### src/rtl/dmem_arbiter.sv
// dmem_arbiter
//   Shares the single data_mem port between the CPU load/store path (C) and
//   the external loader/debug port (E). A registered ownership state selects
//   which side has priority; grants are combinational from that state.
//   E cannot starve: after MAX_WAIT consecutive denials ownership moves to E.
//   C cannot starve: after MAX_BURST E transfers with C waiting, it moves back.
//   ext_lock pins ownership on E for bulk program load.
//
// Ports
//   clk, reset            rising-edge clock, async active-low reset
//   cpu_req/we/adr/wdata  C request
//   cpu_gnt, cpu_stall    C served this cycle / C must hold (freezes PC)
//   cpu_rdata             mem_rdata passthrough
//   ext_req/we/adr/wdata  E request, ext_lock holds ownership on E
//   ext_gnt               E served this cycle
//   ext_rvalid, ext_rdata registered E read return (one cycle after grant)
//   mem_we/adr/wdata      to data_mem, all zero when nobody is granted
//   mem_rdata             from data_mem (combinational read)
module dmem_arbiter #(
  parameter int ADDR_W    = 32,
  parameter int DATA_W    = 32,
  parameter int MAX_WAIT  = 4,
  parameter int MAX_BURST = 8
) (
  input  logic              clk,
  input  logic              reset,
  input  logic              cpu_req,
  input  logic              cpu_we,
  input  logic [ADDR_W-1:0] cpu_adr,
  input  logic [DATA_W-1:0] cpu_wdata,
  output logic              cpu_gnt,
  output logic              cpu_stall,
  output logic [DATA_W-1:0] cpu_rdata,
  input  logic              ext_req,
  input  logic              ext_we,
  input  logic [ADDR_W-1:0] ext_adr,
  input  logic [DATA_W-1:0] ext_wdata,
  input  logic              ext_lock,
  output logic              ext_gnt,
  output logic              ext_rvalid,
  output logic [DATA_W-1:0] ext_rdata,
  output logic              mem_we,
  output logic [ADDR_W-1:0] mem_adr,
  output logic [DATA_W-1:0] mem_wdata,
  input  logic [DATA_W-1:0] mem_rdata
);

  localparam int WAIT_W  = $clog2(MAX_WAIT + 1);
  localparam int BURST_W = $clog2(MAX_BURST + 1);
  localparam logic [WAIT_W-1:0]  WAIT_LAST = WAIT_W'(MAX_WAIT - 1);
  localparam logic [WAIT_W-1:0]  WAIT_MAX  = WAIT_W'(MAX_WAIT);
  localparam logic [BURST_W-1:0] BURST_MAX = BURST_W'(MAX_BURST);

  typedef enum logic {
    OWN_CPU,
    OWN_EXT
  } ownerT;

  ownerT              owner, ownerNext;
  logic [WAIT_W-1:0]  waitCnt, waitNext;
  logic [BURST_W-1:0] burstCnt, burstNext, burstSeen;

  // Grants; both forced low while reset is asserted so no write can commit.
  always_comb begin
    cpu_gnt = 1'b0;
    ext_gnt = 1'b0;
    if (reset) begin
      if (owner == OWN_EXT) begin
        ext_gnt = ext_req;
        cpu_gnt = cpu_req & ~ext_req;
      end else begin
        cpu_gnt = cpu_req;
        ext_gnt = ext_req & ~cpu_req;
      end
    end
  end

  assign cpu_stall = cpu_req & ~cpu_gnt;
  assign cpu_rdata = mem_rdata;

  always_comb begin
    mem_we    = 1'b0;
    mem_adr   = '0;
    mem_wdata = '0;
    if (cpu_gnt) begin
      mem_we    = cpu_we;
      mem_adr   = cpu_adr;
      mem_wdata = cpu_wdata;
    end else if (ext_gnt) begin
      mem_we    = ext_we;
      mem_adr   = ext_adr;
      mem_wdata = ext_wdata;
    end
  end

  always_comb begin
    ownerNext = owner;
    // Burst count including this cycle's transfer, so C wins the edge right
    // after the MAX_BURST-th E transfer rather than one transfer later.
    burstSeen = (ext_gnt && burstCnt != BURST_MAX) ? burstCnt + BURST_W'(1) : burstCnt;
    case (owner)
      OWN_CPU: begin
        if (ext_req && (ext_lock || (!ext_gnt && waitCnt == WAIT_LAST)))
          ownerNext = OWN_EXT;
      end
      OWN_EXT: begin
        if (!ext_lock && (!ext_req || (cpu_req && burstSeen == BURST_MAX)))
          ownerNext = OWN_CPU;
      end
      default: ownerNext = OWN_CPU;
    endcase

    waitNext = waitCnt;
    if (ext_gnt || (owner == OWN_EXT && ownerNext == OWN_CPU))
      waitNext = '0;
    else if (ext_req && waitCnt != WAIT_MAX)
      waitNext = waitCnt + WAIT_W'(1);

    burstNext = burstSeen;
    if (owner == OWN_CPU && ownerNext == OWN_EXT)
      burstNext = '0;
  end

  always_ff @(posedge clk or negedge reset) begin
    if (!reset) begin
      owner      <= OWN_CPU;
      waitCnt    <= '0;
      burstCnt   <= '0;
      ext_rvalid <= 1'b0;
      ext_rdata  <= '0;
    end else begin
      owner      <= ownerNext;
      waitCnt    <= waitNext;
      burstCnt   <= burstNext;
      ext_rvalid <= ext_gnt & ~ext_we;
      if (ext_gnt && !ext_we)
        ext_rdata <= mem_rdata;
    end
  end

endmodule

### config.mk
export PLATFORM = sky130hd
export DESIGN_NAME = dmem_arbiter
export DESIGN_NICKNAME = d
export VERILOG_FILES = /design/src/rtl/dmem_arbiter.sv
export SDC_FILE = /design/constraint.sdc
export NUM_CORES = 1
export LEC_CHECK = 0
export ABC_AREA = 0
export CORE_AREA = 5 5 113 115
export CTS_CLUSTER_DIAMETER = 120
export CTS_CLUSTER_SIZE = 25
export DETAILED_ROUTE_END_ITERATION = 8
export DIE_AREA = 0 0 118 120
export PLACE_DENSITY = 0.7
export SYNTH_ARGS = -nofsm -noshare
export SYNTH_HDL_FRONTEND = slang
export SYNTH_SLANG_ARGS = --single-unit
### constraint.sdc
create_clock -name clk -period 2.4 [get_ports clk]
set_clock_uncertainty 0.15 [all_clocks]
set_input_delay 0.6 -clock clk [delete_from_list [all_inputs] [get_ports clk]]
set_output_delay 0.6 -clock clk [all_outputs]
set_load 0.02 [all_outputs]
==> results.md <==
* Data arrival time of the critical path at between 1.5 and 2 ns
* Grt met3 use at 0.0867
* Crit Path Max Fanout at 6
* Hold Path Class: in -> async
* Die Ht at approximately 120 µm
* Synth Instances at 244
* Die width at 118 µm
* Cell Count, Final, Fillers Out at slightly above 700
* Crit Path Class: reg -> out
* Vias in the first global route at 3,622
* Final nets at roughly 730
* Pre-CTS setup slack at -0.851 ns
* Met2 usage at 0.333
* Setup TNS at -0.115 ns
* Drt total wl at between 10,000 and 15,000 µm
* CP Cell Sequence: buf_6 -> nor2b_4 -> nor2_4 -> buf_12 -> buf_8 -> a22o_4 -> buf_12
* Area leader, netlist: dfrtp_1
* Final Max Slew Viols at 0
* RSZ-0062 raised after global routing: true
* Crit-path leading delay family: buffers and inverters
* Layout overhead on the synthesized area at 145%
* Hold-fix buffers, CTS at 0
* Sequential-to-total area share from yosys stat at 0.383
* Global route hottest layer: met2
* CTS tree: built
* Pwr dens at approximately 600 nW/µm²
* Syn Std Cell Area at about 2700 µm²
* Worst-skew pair later-pin latency at 0.27 ns
* Via count at roughly 3,400
* Post-synth ARST share at 1.00
* Synth top area share at 0.383
* Sum of buffers and inverters on the critical path at 4
* # setup viols final at 13
* DP Area at 5910 µm²
* Setup WS post-layout at -0.0240 ns
* Filler cells at just over 1,000
* Violated checks: negative setup slack
* Max VDD drop at 0.000436 V
* CTS Buf Count at 5
* Overall Global Routing Usage at 0.195
* # rows at 40
* Crit-path slowest cell: dfrtp_1
* Highest clock rate at between 0.4 and 0.5 GHz
* Commonest cells post-synth: 65 x a22o_1, 41 x dfrtp_1, 32 x buf_4, 25 x mux2_2, 11 x buf_2
* Period utilization at 1.01
* Clock Tree Buf Depth at 2
* Layout cells sized above 1 at 0.309
* Fin util at 0.559
* Worst-margin pin slew at 0.517 ns
* Data required, critical path at 1.65 ns
* Crit-path max cell delay at a little over 0.4 ns
* Post-DP HPWL at about 11,000 µm
* Initial antenna violation count at 0
* Initial DRC count at around 350
* Endpoints failing hold at 0
* I/O Buffers at 299
* Synth cell types at 34
* Max-Cap Viols at 0
* Top-count cell post-synth: a22o_1
* Outcome: finished with violations
* Num ports at 300
* CTS root buf: clkbuf_16
* Placer Congestion at slightly below 1
* Pre-antenna DRT Iters at 4
* Largest net degree at the start of global routing at between 40 and 50
* Max H-tree Level at 2
* Count of state elements after synthesis at roughly 40
* Critical Path Sink Type: output pin
* Leak pwr at just under 3 nW
* Post-synth top flop: dfrtp_1
* CTS Sinks at a little over 40
* Vias per cell at between 4 and 5
* Met1 Resource Use GR at 0.227
* Top cells by area, synth: dfrtp_1 38%, a22o_1 21%, mux2_2 11%
* Wire per inst at between 20 and 25 µm
* Fin area at around 6500 µm²
* Synthesized area per cell at between 10 and 15 µm²
* Initial Util at 0.229
* Crit path time final at between 2 and 2.5 ns
* DR DRC count at 0
* GRT Residual Overflow at 0
* CP dominant cell by count: buf_12
* Clk slew on worst S/H paths at roughly 0.060 ns
* Rel. slew slack at 0.655
* ANT cells at 0
* Core Region at around 12,000 µm²
* Final ANT Viol Nets at 0
* Die Area at ~14,000 µm²
* Synthesized Nets at between 400 and 500
* Number of synthesized flops with an enable pin at 0
* Placed insts at approximately 680
* Total number of yosys warnings at 0
* Global-route wire length before repair at ~22,000 µm
* CP Launch Type: register
what timing repair did:
action | CTS | global route
gates cloned | 7 | 4
setup endpoints to repair | 100 | 46
pin swaps | 17 | 8
gates resized for setup | 362 | 47
setup buffers | 6 | 7
where the power goes:
group	total, W	switching (W)	internal [W]
combinational	0.00212	0.000938	0.00119
sequential	0.00103	0.000135	0.000899
clock	0.000777	0.000258	0.000520
routing by layer:
layer	vias up	routed length [µm]
met4	0	190
met5	-	0
met1	1621	5430
met3	17	1910
li1	1524	-
met2	231	7390
worst reg2reg max path, delay by kind of cell, from the launching register on:
| kind | cells | cell delay, ns |
|---|---|---|
| AOI/OAI and AO/OA | 2 | 0.36 |
| buffers and inverters | 1 | 0.09 |
| and+or+nand+nor | 2 | 0.36 |
| muxes | 1 | 0.25 |
| adders and majority gates | 1 | 0.22 |
| DFF | 1 | 0.43 |
cell type report:
type | instances | area [µm²] | area share
well taps | 147 | 184 | 0.0281
repair buffers | 357 | 3760 | 0.574
clock buffers | 7 | 143 | 0.0218
flip-flops and latches | 41 | 1030 | 0.157
clock inverters | 1 | 30.0 | 0.00459
inverters | 9 | 33.8 | 0.00516
multi-input cells | 145 | 1380 | 0.210
metrics by stage:
step / total power, W / hold slack, ns
floorplan: 0.00192 / 0.154
global placement: 0.00296 / 0.319
detailed placement: 0.00301 / 0.328
CTS: 0.00389 / 0.0660
global route: 0.00414 / 0.0721
finish: 0.00393 / 0.0664
cells in the final DEF, fill, tap and decap left out, types with 7 or more instances in the layout:
cell             count
dfrtp_1             41
buf_2                8
buf_4               41
inv_1                9
buf_12              14
clkdlybuf4s50_1    196
dlygate4sd2_1       33
a22o_4               7
mux2_1               7
buf_6               49
mux2_2              25
a22o_1              58
clkbuf_16            8
worst paths after layout:
kind                       cells after the start  slack, ns          start             to
max                                            7      -0.02          owner    mem_adr[21]
min                                            2       0.07          reset          owner
max reg2reg                                    7       0.42    burstCnt[0]          owner
min reg2reg                                    1       0.34  ext_rdata[16]  ext_rdata[16]
max in group asynchronous                      2       1.46          reset     waitCnt[0]
min in group clk                               1       0.34  ext_rdata[16]  ext_rdata[16]
flip-flops by register name, summed over array words and instances, names as in the netlist:
| name | flops |
|---|---|
| ext_rdata | 32 |
| ext_rvalid | 1 |
| waitCnt | 3 |
| owner | 1 |
| burstCnt | 4 |
logic make-up after synthesis:
logic type,after synthesis,synth area share
DFF,41,0.383
buffers and inverters,58,0.131
AOI/OAI and AO/OA,76,0.241
muxes,34,0.142
xor gates and xnor gates,5,0.0164
adders and majority gates,5,0.0234
and+or+nand+nor,25,0.0631
Note: power is estimated with default switching activity, not from simulation.
